`config.mk`:
```
export PLATFORM = sky130hd
export DESIGN_NAME = tstate_generator
export DESIGN_NICKNAME = d
export VERILOG_FILES = /design/src/rtl/tstate_generator.sv
export SDC_FILE = /design/constraint.sdc
export NUM_CORES = 1
export LEC_CHECK = 0
export CORE_ASPECT_RATIO = 1.4
export CORE_MARGIN = 3
export CORE_UTILIZATION = 30
export CTS_CLUSTER_SIZE = 30
export DETAILED_ROUTE_END_ITERATION = 16
export SLEW_MARGIN = 10
export SYNTH_ARGS = -nofsm -noshare
export SYNTH_HDL_FRONTEND = slang
export SYNTH_SLANG_ARGS = --single-unit
```
`constraint.sdc`:
```
create_clock -name clk -period 3.1 [get_ports clk]
set_clock_uncertainty 0.1 [all_clocks]
set_input_delay 0.465 -clock clk [delete_from_list [all_inputs] [get_ports clk]]
set_output_delay 0.465 -clock clk [all_outputs]
set_load 0.005 [all_outputs]
```
`src/rtl/tstate_generator.sv`:
```
// tstate_generator
// Registered one-hot T-state ring counter feeding the controller/sequencer.
// Wraps at an instruction-length-dependent last state, supports a sticky
// halt released by resume, counts completed instructions (saturating) and
// flags a corrupted (zero or multi-hot) ring.
// Optional feature macro: TSTATE_STEP_EN adds single-step ports step_mode/step.

module tstate_generator #(
    parameter int CNT_W = 16
) (
    input  logic             clk,
    input  logic             rst_n,
    input  logic             enable_ring_counter,
    input  logic [1:0]       mode,
    input  logic             resume,
`ifdef TSTATE_STEP_EN
    input  logic             step_mode,
    input  logic             step,
`endif
    output logic [14:0]      ring_counter,
    output logic             halted,
    output logic             instr_done,
    output logic [CNT_W-1:0] instr_count,
    output logic             onehot_err
);

    typedef enum logic {
        ST_RUN  = 1'b0,
        ST_HALT = 1'b1
    } haltState_t;

    // Masks of ring positions at or beyond the last state of each length class;
    // any set bit under the mask means the next advance wraps to T0.
    localparam logic [14:0] LAST_MASK_1B = 15'h7FE0;  // T5 and above
    localparam logic [14:0] LAST_MASK_2B = 15'h7E00;  // T9 and above
    localparam logic [14:0] LAST_MASK_3B = 15'h6000;  // T13 and above
    localparam logic [14:0] RING_T0      = 15'h0001;

    haltState_t       r_state;
    logic [14:0]      r_ring;
    logic             r_instrDone;
    logic [CNT_W-1:0] r_instrCount;
    logic             r_onehotErr;

    haltState_t       w_nextState;
    logic [14:0]      w_nextRing;
    logic             w_nextDone;
    logic [CNT_W-1:0] w_nextCount;
    logic             w_nextErr;
    logic             w_advance;
    logic [14:0]      w_lastMask;
    logic             w_isOneHot;
    logic             w_wrap;
    logic [14:0]      w_ringAdv;
    logic             w_stepBlock;

`ifdef TSTATE_STEP_EN
    logic r_stepPrev;
    logic r_stepEdge;

    // Registered rising-edge detector on step; the edge enables one advance on the following cycle.
    always_ff @(posedge clk) begin
        if (!rst_n) begin
            r_stepPrev <= 1'b0;
            r_stepEdge <= 1'b0;
        end else begin
            r_stepPrev <= step;
            r_stepEdge <= step & ~r_stepPrev;
        end
    end

    assign w_stepBlock = step_mode & ~r_stepEdge;
`else
    assign w_stepBlock = 1'b0;
`endif

    // Decode the wrap point from the instruction length and precompute the advanced ring.
    always_comb begin
        w_lastMask = LAST_MASK_1B;
        case (mode)
            2'b01:   w_lastMask = LAST_MASK_2B;
            2'b10:   w_lastMask = LAST_MASK_3B;
            default: w_lastMask = LAST_MASK_1B;
        endcase
        w_isOneHot = (r_ring != 15'd0) && ((r_ring & (r_ring - 15'd1)) == 15'd0);
        w_wrap     = |(r_ring & w_lastMask);
        w_ringAdv  = w_wrap ? RING_T0 : {r_ring[13:0], 1'b0};
    end

    // Next-state and next-datapath decision: error recovery, then halt/resume, then halt request, then step gating.
    always_comb begin
        w_nextState = r_state;
        w_nextRing  = r_ring;
        w_nextDone  = 1'b0;
        w_nextCount = r_instrCount;
        w_nextErr   = r_onehotErr;
        w_advance   = 1'b0;

        if (!w_isOneHot) begin
            w_nextRing = RING_T0;
            w_nextErr  = 1'b1;
        end else if (r_state == ST_HALT) begin
            if (resume) begin
                w_advance   = 1'b1;
                w_nextState = ST_RUN;
            end
        end else if (!enable_ring_counter) begin
            w_nextState = ST_HALT;
        end else if (!w_stepBlock) begin
            w_advance = 1'b1;
        end

        if (w_advance) begin
            w_nextRing = w_ringAdv;
            w_nextDone = w_wrap;
            if (w_wrap && !(&r_instrCount)) begin
                w_nextCount = r_instrCount + CNT_W'(1);
            end
        end
    end

    // Halt state register.
    always_ff @(posedge clk) begin
        if (!rst_n) begin
            r_state <= ST_RUN;
        end else begin
            r_state <= w_nextState;
        end
    end

    // Ring, completion pulse, instruction counter and sticky error registers.
    always_ff @(posedge clk) begin
        if (!rst_n) begin
            r_ring       <= RING_T0;
            r_instrDone  <= 1'b0;
            r_instrCount <= '0;
            r_onehotErr  <= 1'b0;
        end else begin
            r_ring       <= w_nextRing;
            r_instrDone  <= w_nextDone;
            r_instrCount <= w_nextCount;
            r_onehotErr  <= w_nextErr;
        end
    end

    assign ring_counter = r_ring;
    assign halted       = (r_state == ST_HALT);
    assign instr_done   = r_instrDone;
    assign instr_count  = r_instrCount;
    assign onehot_err   = r_onehotErr;

endmodule

```
After elaboration in Yosys (flattened, before gate mapping)
Index checks and enable logic that the tools add are counted.
{"block": "classes", "n_addsub": 2, "eq_ne": 3, "mux": 11, "bitwise": 2, "n_reduce_logical": 9}
{"op": "15-bit 2-to-1 mux", "n": 3}
{"op": "15-bit AND", "n": 2}
{"op": "13-bit one-hot mux with 2 select lines", "n": 1}
{"op": "16-bit by 1-bit adder with 16-bit output, second input constant", "n": 1}
{"op": "16-bit AND reduction", "n": 1}
{"op": "15-bit zero test", "n": 1}
{"op": "15-bit nonzero test", "n": 1}
{"op": "15-bit OR reduction", "n": 1}
{"op": "15-bit by 1-bit subtractor with 15-bit output, second input constant", "n": 1}
{"op": "1-bit 2-to-1 mux", "n": 7}
{"op": "2-bit AND reduction", "n": 2}
{"op": "2-bit by 1-bit equality test with 1-bit output, second input constant", "n": 1}
{"op": "2-bit equality test, second input constant", "n": 1}
{"op": "1-bit logical AND", "n": 2}
{"op": "2-bit != test, second input constant", "n": 1}
{"op": "1-bit zero test", "n": 1}
{"block": "word_totals", "ff_bits": 34, "word_cells": 32}

Logic depth before layout (Yosys ltp)
{"block": "depth", "word_depth": 6, "depth_mapped": 9, "ltp_nobuf": 8}

Worst setup path before layout
Ideal clock, no wire load.
{"block": "synth_timing", "path_type": "reg-to-reg", "startpoint": "register r_ring[5] (netlist: ring_counter[5])", "endpoint": "register r_instrCount[9] (netlist: instr_count[9])", "setup_time_ns": 0.072, "arrival_time_ns": 2.154, "t_required_ns": 2.928, "path_slack_ns": 0.775, "stages_incl_launch_ff": 8, "path_buffers": 1, "period_less_slack_ns": 2.325, "cell_sequence": "dfxtp_1 > nor4_4 > a41oi_1 > a2111oi_4 > nand3_2 > buf_4 > nor4_2 > mux2i_1"}
{"block": "synth_between", "elab_chain_cells": 6, "elab_cells_between_ends": 10, "classes_between": "1 x add/sub; 1 x mux; 2 x bitwise; 6 x reduce/logical"}
{"item": "from (decl)", "line_no": "40", "source": "logic [14:0] r_ring;"}
{"item": "from (signal assigned)", "line_no": "139", "source": "r_ring <= w_nextRing;"}
{"item": "15-bit by 1-bit subtractor with 15-bit output", "line_no": "85", "source": "w_isOneHot = (r_ring != 15'd0) && ((r_ring & (r_ring - 15'd1)) == 15'd0);"}
{"item": "15-bit AND", "line_no": "85"}
{"item": "15-bit zero test", "line_no": "85"}
{"item": "1-bit logical AND", "line_no": "85"}
{"item": "1-bit 2-to-1 mux", "line_no": "99", "source": "if (!w_isOneHot) begin"}
{"item": "2-bit AND reduction (no line) (*)"}
{"item": "to (signal assigned)", "line_no": "141", "source": "r_instrCount <= w_nextCount;"}
{"item": "to (decl)", "line_no": "42", "source": "logic [CNT_W-1:0] r_instrCount;"}
Every way passes the cells marked *; elsewhere a longest branch is shown, timed or not.
A chain may end at the register's enable or synchronous reset.

Final worst setup path
{"block": "layout_timing", "startpoint": "register r_ring[0] (netlist: ring_counter[0])", "endpoint": "register r_instrCount[7] (netlist: instr_count[7])"}
Same word-level chain as after synthesis.

==> metrics <==
status finished clean; Post-CTS Resized 0; xor/xnor share of the synthesized area 0%; setup slack, reg-to-reg 0.30 ns; CP Class flop to flop; Pins Over Slew Limit 0; Sw Share 30.7%; commonest non-fill, non-tap cell in the layout clkdlybuf4s50_1; clock power share 32.1%; commonest cells after routing, fill and taps aside clkdlybuf4s50_1 (39), dfxtp_1 (34), nor2_1 (26), nand2_1 (19), a22oi_1 (13); Post-CTS Hold Buffers 0; dominant cells by area after synthesis dfxtp_1 (39%), mux2i_1 (6.8%), nor4_2 (5.7%), a22oi_1 (5.5%), nor2_1 (5.5%); final core area utilization 41.9%; CP required 3.22 ns; final setup violation count 0; register area share after synthesis 38.6%; Initial Util 31.5%; Synth Area in Compound Gates 15.9%; Syn Nets 211; Crit. End Element flop; crit path DAT 2.92 ns; fin crit period 2.80 ns; gpl congestion 0.792; Post-Syn Area 1760 µm²; max capacitance violation total 0; Int Power 750 µW; Placement Rows 32; drt via density 5.31; design area 2350 µm²; H-tree level count 2; grt total ovfl 0; cells on worst reg2reg path 7; pwr dens 460 nW/µm²; pin count of the biggest net entering global routing 25; Ports 40; setup_tns 0 ns; ANT nets after route 0; Clock Latency Late Sink 0.29 ns; area grow syn2layout 33.3%; vias in the first global route 1585; Yosys warnings 0; post-CTS setup buffers 0; antenna violations before repair 0; DRC viols 0; fill cell count 575; Die W 70.8 µm; drt wl/cell 13.9 µm; Post-Synthesis Cells 203; fmax 357 MHz; Adder-Cell Fraction of Synth Area 1.42%; global-route usage over all layers 13.1%; area share of the largest cell type after synthesis 38.6%; Hold Startpoint onehot_err; CTS Buf Count 5; WHS 0.377 ns; part of the power in registers 43.9%; WHS Endpoint onehot_err; relative slew slack 59.5%; Startpoint Class flop; maximum root-to-sink buffer count 2; Root Buffer Master clkbuf_8; post-synthesis register bit count 34; detailed placement HPWL 3100 µm; layout cell share with drive strength beyond 1 10.1%; Placed Area 2260 µm²; Slew @ Worst Pin 0.606 ns; combinational power share 23.9%; die height 96.7 µm; largest family of logic cells by synthesized area simple AND/OR/NAND/NOR gates; RR Endpoint instr_count[7]; mux cell area share after synthesis 6.81%; full die area 6850 µm²; RSZ-0062 raised after global routing false; Reg clk slew, reported paths 0.07 ns; Simple-Gate Fraction of Synth Area 33.3%; Core ar. 5610 µm²; Ant. Diodes 0; Tcrit/Tclk final 90.3%; CTS tree done; Nets 254; number of buffers inserted by port buffering 39; post-synth top area cell dfxtp_1; Routed WL 4370 µm; Pre-Repair DR Iteration Count 4; leakage 0.742 nW; post-synthesis cell type count 37; Max VDD drop 0.000283 V; worst hold path class flop to flop; first-pass GRT wire length 7360 µm; DR vias 1672; Reg-to-Reg Start ring_counter[0]; clock sinks 34; drt initial violations 94; Syn Area/Cell 8.69 µm²; hold path cells 2; Fin. Hold Viols 0; highest net fanout along the worst path 13; Psw 333 µW
area by class of cell:
cell class / instances / area (µm²) / area share, %
Sequential cell: 34 / 681 / 29.0
Tap cell: 68 / 85.1 / 3.62
Inverter: 9 / 33.8 / 1.44
Clock buffer: 7 / 86.3 / 3.67
Multi-Input combinational cell: 151 / 1010 / 43.1
Timing Repair Buffer: 45 / 448 / 19.1
Clock inverter: 1 / 5.00 / 0.213
critical path, cell delays in order, from the launching register on:
cell and delay [ns]:
dfxtp_1 0.38, nor4_4 0.49, a31oi_1 0.15, a2111oi_1 0.51
nand3_2 0.33, buf_12 0.25, nor4_2 0.32, mux2i_1 0.21
flip-flops by register name, indices dropped and copies added (netlist names):
| signal | flops |
|---|---|
| instr_count | 16 |
| onehot_err | 1 |
| ring_counter | 15 |
| instr_done | 1 |
| halted | 1 |
per-layer routing:
layer | global-route usage (%) | up-vias | wire [µm]
li1 | - | 834 | -
met1 | 16.2 | 794 | 2000
met2 | 21.9 | 38 | 2110
met3 | 3.22 | 6 | 196
met4 | 4.78 | 0 | 65
met5 | 0 | - | 0
how the worst max path moves through the flow:
| stage | start | to | slack [ns] | cells past startpoint |
|---|---|---|---|---|
| finish | ring_counter[0] | instr_count[7] | 0.30 | 7 |
| global placement | ring_counter[5] | instr_count[12] | 0.36 | 7 |
| global route | ring_counter[9] | instr_count[12] | 0.15 | 7 |
| CTS | ring_counter[0] | instr_count[12] | 0.33 | 7 |
| floorplan | ring_counter[5] | instr_count[9] | 0.77 | 7 |
| detailed placement | mode[0] | instr_count[2] | 0.32 | 10 |
cell usage after synthesis:
master	n
a2111oi_1	1
a211oi_1	1
o22ai_1	1
mux2i_1	12
and3_1	1
nor4_1	1
a21oi_1	7
nor4_2	8
ha_1	2
nand4_1	6
o41ai_1	1
or3_1	1
a2bb2oi_1	1
nand4b_1	1
inv_1	9
a41oi_1	1
o31ai_1	3
nor3_1	8
a22oi_1	13
buf_4	1
o21ai_0	2
and4_1	2
o21bai_1	1
nor2b_1	2
nand3_1	9
nor2_1	26
nand2b_1	10
clkbuf_1	8
a31oi_1	2
nand2_1	19
a2111oi_4	1
dfxtp_1	34
nor4_4	2
nand3_2	1
o311ai_1	1
or4_1	3
o221ai_1	1
cells by family (layout without fill, tap and decap cells):
kind of cell,after synthesis,after routing
buf+inv,18,62
mux,12,12
compound gates,37,37
simple gates,100,100
fa+ha+maj,2,2
flops,34,34
stage by stage:
| stage | setup slack [ns] | power [mW] | cells |
|---|---|---|---|
| detailed placement | 0.322 | 0.745 | 307 |
| finish | 0.299 | 1.08 | 315 |
| global placement | 0.360 | 0.744 | 307 |
| CTS | 0.330 | 1.09 | 315 |
| global route | 0.147 | 1.14 | 315 |
| floorplan | 0.775 | 0.642 | 203 |
power groups by stage:
stage / clock network [mW] / registers [mW] / logic, mW
after global routing: 0.374 / 0.478 / 0.283
after CTS: 0.356 / 0.476 / 0.260
after global placement: 0 / 0.485 / 0.258
after floorplan: 0 / 0.484 / 0.158
final: 0.348 / 0.475 / 0.259
after detailed placement: 0 / 0.485 / 0.260
Power figures use the tool's default switching activity.
